`config.mk`:
```
export PLATFORM = sky130hd
export DESIGN_NAME = bram_capture
export DESIGN_NICKNAME = d
export VERILOG_FILES = /design/src/rtl/bram_capture.sv
export SDC_FILE = /design/constraint.sdc
export NUM_CORES = 1
export LEC_CHECK = 0
export CAP_MARGIN = 20
export CELL_PAD_IN_SITES_DETAIL_PLACEMENT = 1
export CELL_PAD_IN_SITES_GLOBAL_PLACEMENT = 1
export CORE_MARGIN = 1.5
export CORE_UTILIZATION = 39
export CTS_BUF_LIST = sky130_fd_sc_hd__clkbuf_8 sky130_fd_sc_hd__clkbuf_16
export DETAILED_ROUTE_END_ITERATION = 12
export PLACE_DENSITY_LB_ADDON = 0.1
export SLEW_MARGIN = 5
export SYNTH_ARGS = -nofsm -noshare
export SYNTH_HDL_FRONTEND = slang
export SYNTH_SLANG_ARGS = --single-unit
```
`constraint.sdc`:
```
create_clock -name clk -period 3.4 [get_ports clk]
set_input_delay 0.51 -clock clk [delete_from_list [all_inputs] [get_ports clk]]
set_output_delay 0.51 -clock clk [all_outputs]
set_load 0.01 [all_outputs]
```
`src/rtl/bram_capture.sv`:
```
// ADC-to-BRAM capture engine: decimates, packs and writes 1 or 2 ADC channels into a
// 32-bit block-RAM write port, with an optional trigger arm stage.
module bram_capture #(
  parameter int unsigned ADC_W      = 14,
  parameter int unsigned DEPTH_LOG2 = 13,
  parameter logic [31:0] BASE_ADDR  = 32'h0
) (
  input  logic                  clk,
  input  logic                  rstn,
  input  logic                  start,
  input  logic                  abort,
  input  logic                  trig_en,
  input  logic                  trig,
  input  logic [1:0]            mode,
  input  logic [DEPTH_LOG2:0]   num_samples,
  input  logic [15:0]           decim,
  input  logic [ADC_W-1:0]      data_a,
  input  logic [ADC_W-1:0]      data_b,
  input  logic                  data_valid,
  output logic [31:0]           bram_addr,
  output logic [31:0]           bram_wdata,
  output logic [3:0]            bram_we,
  output logic                  busy,
  output logic                  armed,
  output logic                  done,
  output logic [DEPTH_LOG2:0]   count
);

  localparam logic [DEPTH_LOG2:0] FullCount = {1'b1, {DEPTH_LOG2{1'b0}}};

  typedef enum logic [1:0] {StIdle, StArmed, StCapture, StDone} state_e;

  state_e                  state_q, state_d;
  logic                    trig_q;
  logic [1:0]              mode_q;
  logic [DEPTH_LOG2:0]     n_q;
  logic [15:0]             decim_q;
  logic [15:0]             dcnt_q;
  logic [DEPTH_LOG2:0]     acc_q;
  logic [DEPTH_LOG2:0]     count_q;
  logic                    pend_q;
  logic [31:0]             pend_data_q;
  logic [DEPTH_LOG2-1:0]   pend_idx_q;
  logic [31:0]             addr_q;
  logic [31:0]             wdata_q;
  logic                    we_q;

  logic                    trig_rise;
  logic                    start_ok;
  logic                    take;
  logic                    write;
  logic                    last_write;
  logic [DEPTH_LOG2:0]     n_clamped;
  logic signed [15:0]      a16, b16;
  logic [15:0]             a_al;
  logic [8:0]              legacy_mid;
  logic [31:0]             packed_word;

  assign trig_rise  = trig & ~trig_q;
  assign start_ok   = start & ~abort & ((state_q == StIdle) | (state_q == StDone));
  // Samples are accepted one edge before they are written, so stop accepting once
  // N words are in flight or written, not once N are written.
  assign take       = (state_q == StCapture) & data_valid & ~abort & (dcnt_q == 16'd0) &
                      (acc_q < n_q);
  assign write      = pend_q & ~abort;
  assign last_write = write & ((count_q + 1'b1) == n_q);
  assign n_clamped  = ((num_samples == '0) || (num_samples > FullCount)) ? FullCount :
                      num_samples;

  // FSM state register
  always_ff @(posedge clk) begin
    if (!rstn) begin
      state_q <= StIdle;
    end else begin
      state_q <= state_d;
    end
  end

  // FSM next state
  always_comb begin
    state_d = state_q;
    if (abort) begin
      state_d = StIdle;
    end else begin
      case (state_q)
        StIdle, StDone: if (start) state_d = trig_en ? StArmed : StCapture;
        StArmed:        if (trig_rise) state_d = StCapture;
        StCapture:      if (last_write) state_d = StDone;
        default:        state_d = StIdle;
      endcase
    end
  end

  // FSM outputs
  always_comb begin
    busy  = 1'b0;
    armed = 1'b0;
    done  = 1'b0;
    case (state_q)
      StArmed:   begin busy = 1'b1; armed = 1'b1; end
      StCapture: busy = 1'b1;
      StDone:    done = 1'b1;
      default:   ;
    endcase
  end

  // Sample packing; the legacy format takes the 9 bits below the sign, MSB-aligned.
  always_comb begin
    a16        = 16'($signed(data_a));
    b16        = 16'($signed(data_b));
    a_al       = 16'(data_a) << (16 - ADC_W);
    legacy_mid = 9'(a_al >> 6);
    case (mode_q)
      2'd0:    packed_word = 32'(a16);
      2'd1:    packed_word = {{23{a16[15]}}, ~legacy_mid};
      2'd2:    packed_word = {b16, a16};
      default: packed_word = 32'(b16);
    endcase
  end

  always_ff @(posedge clk) begin
    if (!rstn) begin
      trig_q      <= 1'b0;
      mode_q      <= 2'd0;
      n_q         <= '0;
      decim_q     <= 16'd0;
      dcnt_q      <= 16'd0;
      acc_q       <= '0;
      count_q     <= '0;
      pend_q      <= 1'b0;
      pend_data_q <= 32'd0;
      pend_idx_q  <= '0;
      addr_q      <= BASE_ADDR;
      wdata_q     <= 32'd0;
      we_q        <= 1'b0;
    end else begin
      trig_q <= trig;
      we_q   <= write;
      if (write) begin
        addr_q  <= BASE_ADDR + 32'({pend_idx_q, 2'b00});
        wdata_q <= pend_data_q;
        count_q <= count_q + 1'b1;
      end
      pend_q <= take;
      if (take) begin
        pend_data_q <= packed_word;
        pend_idx_q  <= acc_q[DEPTH_LOG2-1:0];
        acc_q       <= acc_q + 1'b1;
      end
      if ((state_q == StCapture) && data_valid && !abort) begin
        dcnt_q <= (dcnt_q == 16'd0) ? decim_q : dcnt_q - 16'd1;
      end
      if (start_ok) begin
        mode_q  <= mode;
        n_q     <= n_clamped;
        decim_q <= decim;
        dcnt_q  <= 16'd0;
        acc_q   <= '0;
        count_q <= '0;
        pend_q  <= 1'b0;
      end
    end
  end

  assign bram_addr  = addr_q;
  assign bram_wdata = wdata_q;
  assign bram_we    = {4{we_q}};
  assign count      = count_q;

endmodule

```
* Yosys cells after proc, flatten, opt, wreduce, memory -nomap -nowiden
Cells that the tools add are included.
** Storage, ports and cells
- Bits of input ports :: 67
- Word-level logic and storage cells :: 66
- Register bits after elaboration :: 171
** Operators by class
- $add $sub $neg :: 3
- Reductions and logical operators :: 13
- Bitwise logic cells :: 14
- Multiplexer cells :: 11
- Equality and inequality tests :: 9
- Magnitude comparators :: 2
** Operator list (number)
- $pmux W32 S3 :: 1
- $add A14 B1 Y14 const B :: 2
- $logic_not A16 Y1 :: 1
- $mux W16 :: 1
- $sub A16 B1 Y16 const B :: 1
- $eq A14 B14 Y1 :: 1
- $gt A14 B14 Y1 const B :: 1
- $logic_not A14 Y1 :: 1
- $lt A14 B14 Y1 :: 1
- $mux W14 :: 1
- $and A1 B1 Y1 :: 9
- $not A9 Y9 :: 1
- $mux W2 :: 4
- $reduce_or A2 Y1 :: 4
- $eq A2 B2 Y1 const B :: 3
- $ne A2 B2 Y1 const B :: 3
- $pmux W2 S3 :: 1
- $eq A2 B1 Y1 const B :: 2
- $logic_not A2 Y1 :: 2
- $mux W1 :: 3
- $not A1 Y1 :: 3
- $reduce_and A3 Y1 :: 1
- $logic_and A1 B1 Y1 :: 2
- $logic_not A1 Y1 :: 1
- other kinds (2) :: 2

* Depth between registers and ports, before layout
- Depth after elaboration :: 5
- Mapped depth :: 11

* Worst setup path after synthesis
No wires, ideal clock.
- Path kind :: register to register
- Start :: register count_q[0] (netlist: count[0])
- End :: register state_q[1]
- Data required time :: 3309 ps
- Cell stages (with the launch flop) :: 10
- Library setup time :: 91 ps
- Arrival :: 2452 ps
- Path slack :: 857 ps
- Clock period less this slack :: 2543 ps
- Path through :: dfxtp_1 -> ha_1 -> clkbuf_1 -> or3b_2 -> o211a_1 -> o32ai_1 -> nand4_1 -> a2111oi_2 -> a211oi_1 -> a311oi_1
** Between the ends
- Longest elaborated chain between the ends :: 5
** Ends and longest elaborated chain
- from (decl) :: RTL line 40 : logic [DEPTH_LOG2:0] count_q;
- from (signal assigned) :: RTL line 142 : count_q <= count_q + 1'b1;
- $add A14 B1 Y14 :: RTL line 66 : assign last_write = write & ((count_q + 1'b1) == n_q);
- $eq A14 B14 Y1 :: RTL line 66
- $and A1 B1 Y1 :: RTL line 66
- $ne A2 B2 Y1 (no source line)
- $reduce_and A3 Y1 (no source line)
- to (signal assigned) :: RTL line 73 : state_q <= StIdle;
- to (signal assigned) :: RTL line 75 : state_q <= state_d;
- to (decl) :: RTL line 33 : state_e state_q, state_d;
Every way passes these cells.
A chain may end at the register's enable or synchronous reset.

* Worst setup path in the final report
Same ends and word-level chain as after synthesis.

==> impl_metrics.json <==
{
  "crit_arrival_ns": 3.24,
  "initial_utilization_pct": 40.1,
  "grt_usage_pct": 21.1,
  "io_pins": 152,
  "clock_skew_ns": 0.0108,
  "ctsRootBufferMaster": "clkbuf_16",
  "drive_gt1_share_pct": 5.87,
  "critical_path.max_fanout": 8,
  "htreeDepth": 4,
  "holdPathEnd": "trig_q",
  "fin_crit_ns": 2.91,
  "hp-class": "primary input to register",
  "cts_setup_buffers": 0,
  "dp.cells": 1289,
  "critical_path_class": "register to register",
  "reg2regPathDepth": 8,
  "core_area_um2": 19700,
  "detailed_place_hpwl_um": 15400,
  "synth_area_leaders": "dfxtp_1, nand2_1, a21boi_0",
  "ys_ff_latch": 163,
  "postRouteAntennaNets": 0,
  "clk_path_buf_depth": 2,
  "rsz0062_at_grt": "false",
  "hold_violations": 0,
  "reg2reg_from": "count[0]",
  "dpl_cell_area_um2": 9300,
  "ys_warn_count": 0,
  "synthTopCellsByCount": "nand2_1, dfxtp_1, a21oi_1, o21ai_0, clkbuf_1",
  "netlist_instances": 948,
  "setup_violations": 0,
  "cts_buffers": 17,
  "fin_tns_setup_ns": 0,
  "final_util_pct": 50.4,
  "r2r_slack_ns": 0.49,
  "cts_sinks": 163,
  "p_per_area_nw_per_um2": 439,
  "routed_wl_um": 22200,
  "synth_area_per_cell_um2": 8.32,
  "gp_congestion": 0.791,
  "synth_top_area_share_pct": 41.4,
  "grt_start_max_net_pins": 84,
  "regArea_um2": 3260,
  "critPathCaptureType": "register",
  "synth_ff_type": "dfxtp_1",
  "cts_tree": "done",
  "max-cap-violations": 0,
  "layout.nets": 1130,
  "die_w_um": 145,
  "layout.cells.non_filler": 1321,
  "synth-edff-count": 0,
  "overflow": 0,
  "cts_resized": 0,
  "drtIter0Drc": 289,
  "syn2layout_area_growth_pct": 25.5,
  "hold_buffers": 0,
  "viasPerCell": 5.35,
  "via_count": 7063,
  "yosysTopAreaCell": "dfxtp_1",
  "grt_pass1_vias": 6783,
  "multi_input_area_um2": 4160,
  "wl_per_cell_um": 16.8,
  "tightest_slew_ns": 1.01,
  "cp-start-kind": "register",
  "antenna_cells": 0,
  "grt_pass1_wl_um": 36000,
  "fmax_mhz": 344,
  "finalMaxSlewViolations": 0,
  "yosys.cell_types.count": 63,
  "numPortBuffers": 132,
  "peakVddDrop_uv": 357,
  "grt_antenna_before_repair": 0,
  "worstHoldStart": "rstn",
  "rows": 51,
  "status": "finished clean",
  "slew_headroom_pct": 32.7,
  "die_h_um": 145,
  "nFillCells": 2371,
  "drc": 0,
  "synthesis.area_um2": 7890,
  "min_delay_path_depth": 2,
  "leakagePower_uw": 0.00374,
  "yosysMostFrequentCell": "nand2_1",
  "fin_area_um2": 9900,
  "fp.dieArea_um2": 21100,
  "clk_latency_ns": 0.44,
  "clkTransAtPathRegs_ns": 0.07,
  "async_flop_share_pct": 0,
  "post-route-period-util_pct": 85.5,
  "cp.required_ns": 3.74,
  "ys_seq_area_share_pct": 41.4,
  "r2r_end": "state_q[1]",
  "whs_ns": 0.402,
  "first_pass_iters": 5
}
==> final cells by class <==
| class | instances | share of cell area (%) |
|---|---|---|
| inverters | 26 | 0.986 |
| clock inverters | 14 | 1.60 |
| flip-flops and latches | 163 | 33.0 |
| clock buffers | 18 | 4.44 |
| multi-input cells | 689 | 42.1 |
| well taps | 265 | 3.35 |
| repair buffers | 146 | 14.6 |
==> stage by stage <==
stage	power, uW	setup slack, ns
6_report	4340	0.494
3_3_place_gp	2440	0.564
4_1_cts	4390	0.492
2_1_floorplan	2280	0.857
5_1_grt	4510	0.279
3_5_place_dp	2450	0.501
==> worst max-delay path by stage <==
stage	depth (start not counted)	endpoint	slack, ns	start
6_report	8	state_q[1]	0.49	count[0]
5_1_grt	8	state_q[1]	0.28	count[0]
3_3_place_gp	8	state_q[1]	0.56	count[0]
3_5_place_dp	7	acc_q[10]	0.50	abort
2_1_floorplan	9	state_q[1]	0.86	count[0]
4_1_cts	8	state_q[1]	0.49	count[0]
==> sequential cells by signal, summed over array words and instances (netlist names) <==
signal / count
acc_q: 14
bram_addr: 13
bram_wdata: 28
count: 14
dcnt_q: 16
decim_q: 16
mode_q: 2
n_q: 14
pend_data_q: 28
pend_idx_q: 13
pend_q: 1
state_q: 2
trig_q: 1
we_q: 1
==> kinds of logic after synthesis <==
group	synth area share (%)
compound gates	23.7
flops	41.4
fa+ha+maj	3.17
mux	1.52
buf+inv	6.99
xor+xnor	3.00
simple gates	20.2
other cells	0.0475
==> worst max-delay path, stage by stage (launching register included) <==
cell and delay (ns):
dfxtp_1 0.55, ha_1 0.39, or3b_2 0.47, o211a_1 0.13
o32ai_1 0.32, nand4_1 0.16, a2111oi_2 0.36, a211oi_1 0.15
a311oi_1 0.27
==> where the power goes <==
part,switching [uW],internal (uW)
Clock,932,1010
Sequential,29.9,1940
Combinational,245,190
==> routing by layer <==
metal / wire, um / GRT usage [%] / vias to the layer above
li1: - / - / 3500
met1: 10600 / 28.0 / 3406
met2: 10400 / 34.6 / 131
met3: 731 / 3.90 / 26
met4: 365 / 6.43 / 0
met5: 0 / 0 / -
==> cell usage in the layout (no fill, tap or decap), drive strengths merged, types with 13 or more instances in the layout <==
| cell | synthesis | final |
|---|---|---|
| a22o | 18 | 18 |
| clkdlybuf4s50 | 0 | 131 |
| o211a | 26 | 26 |
| dfxtp | 163 | 163 |
| a21boi | 58 | 58 |
| a21oi | 54 | 54 |
| inv | 26 | 34 |
| ha | 20 | 20 |
| nand2 | 205 | 205 |
| clkbuf | 49 | 18 |
| buf | 39 | 15 |
| conb | 1 | 19 |
| nand4 | 18 | 18 |
| nor3 | 13 | 13 |
| xnor2 | 13 | 13 |
| nand3 | 15 | 15 |
| o21ai | 55 | 55 |
| xor2 | 14 | 14 |
| nor2 | 31 | 31 |
Power figures use the tool's default switching activity.
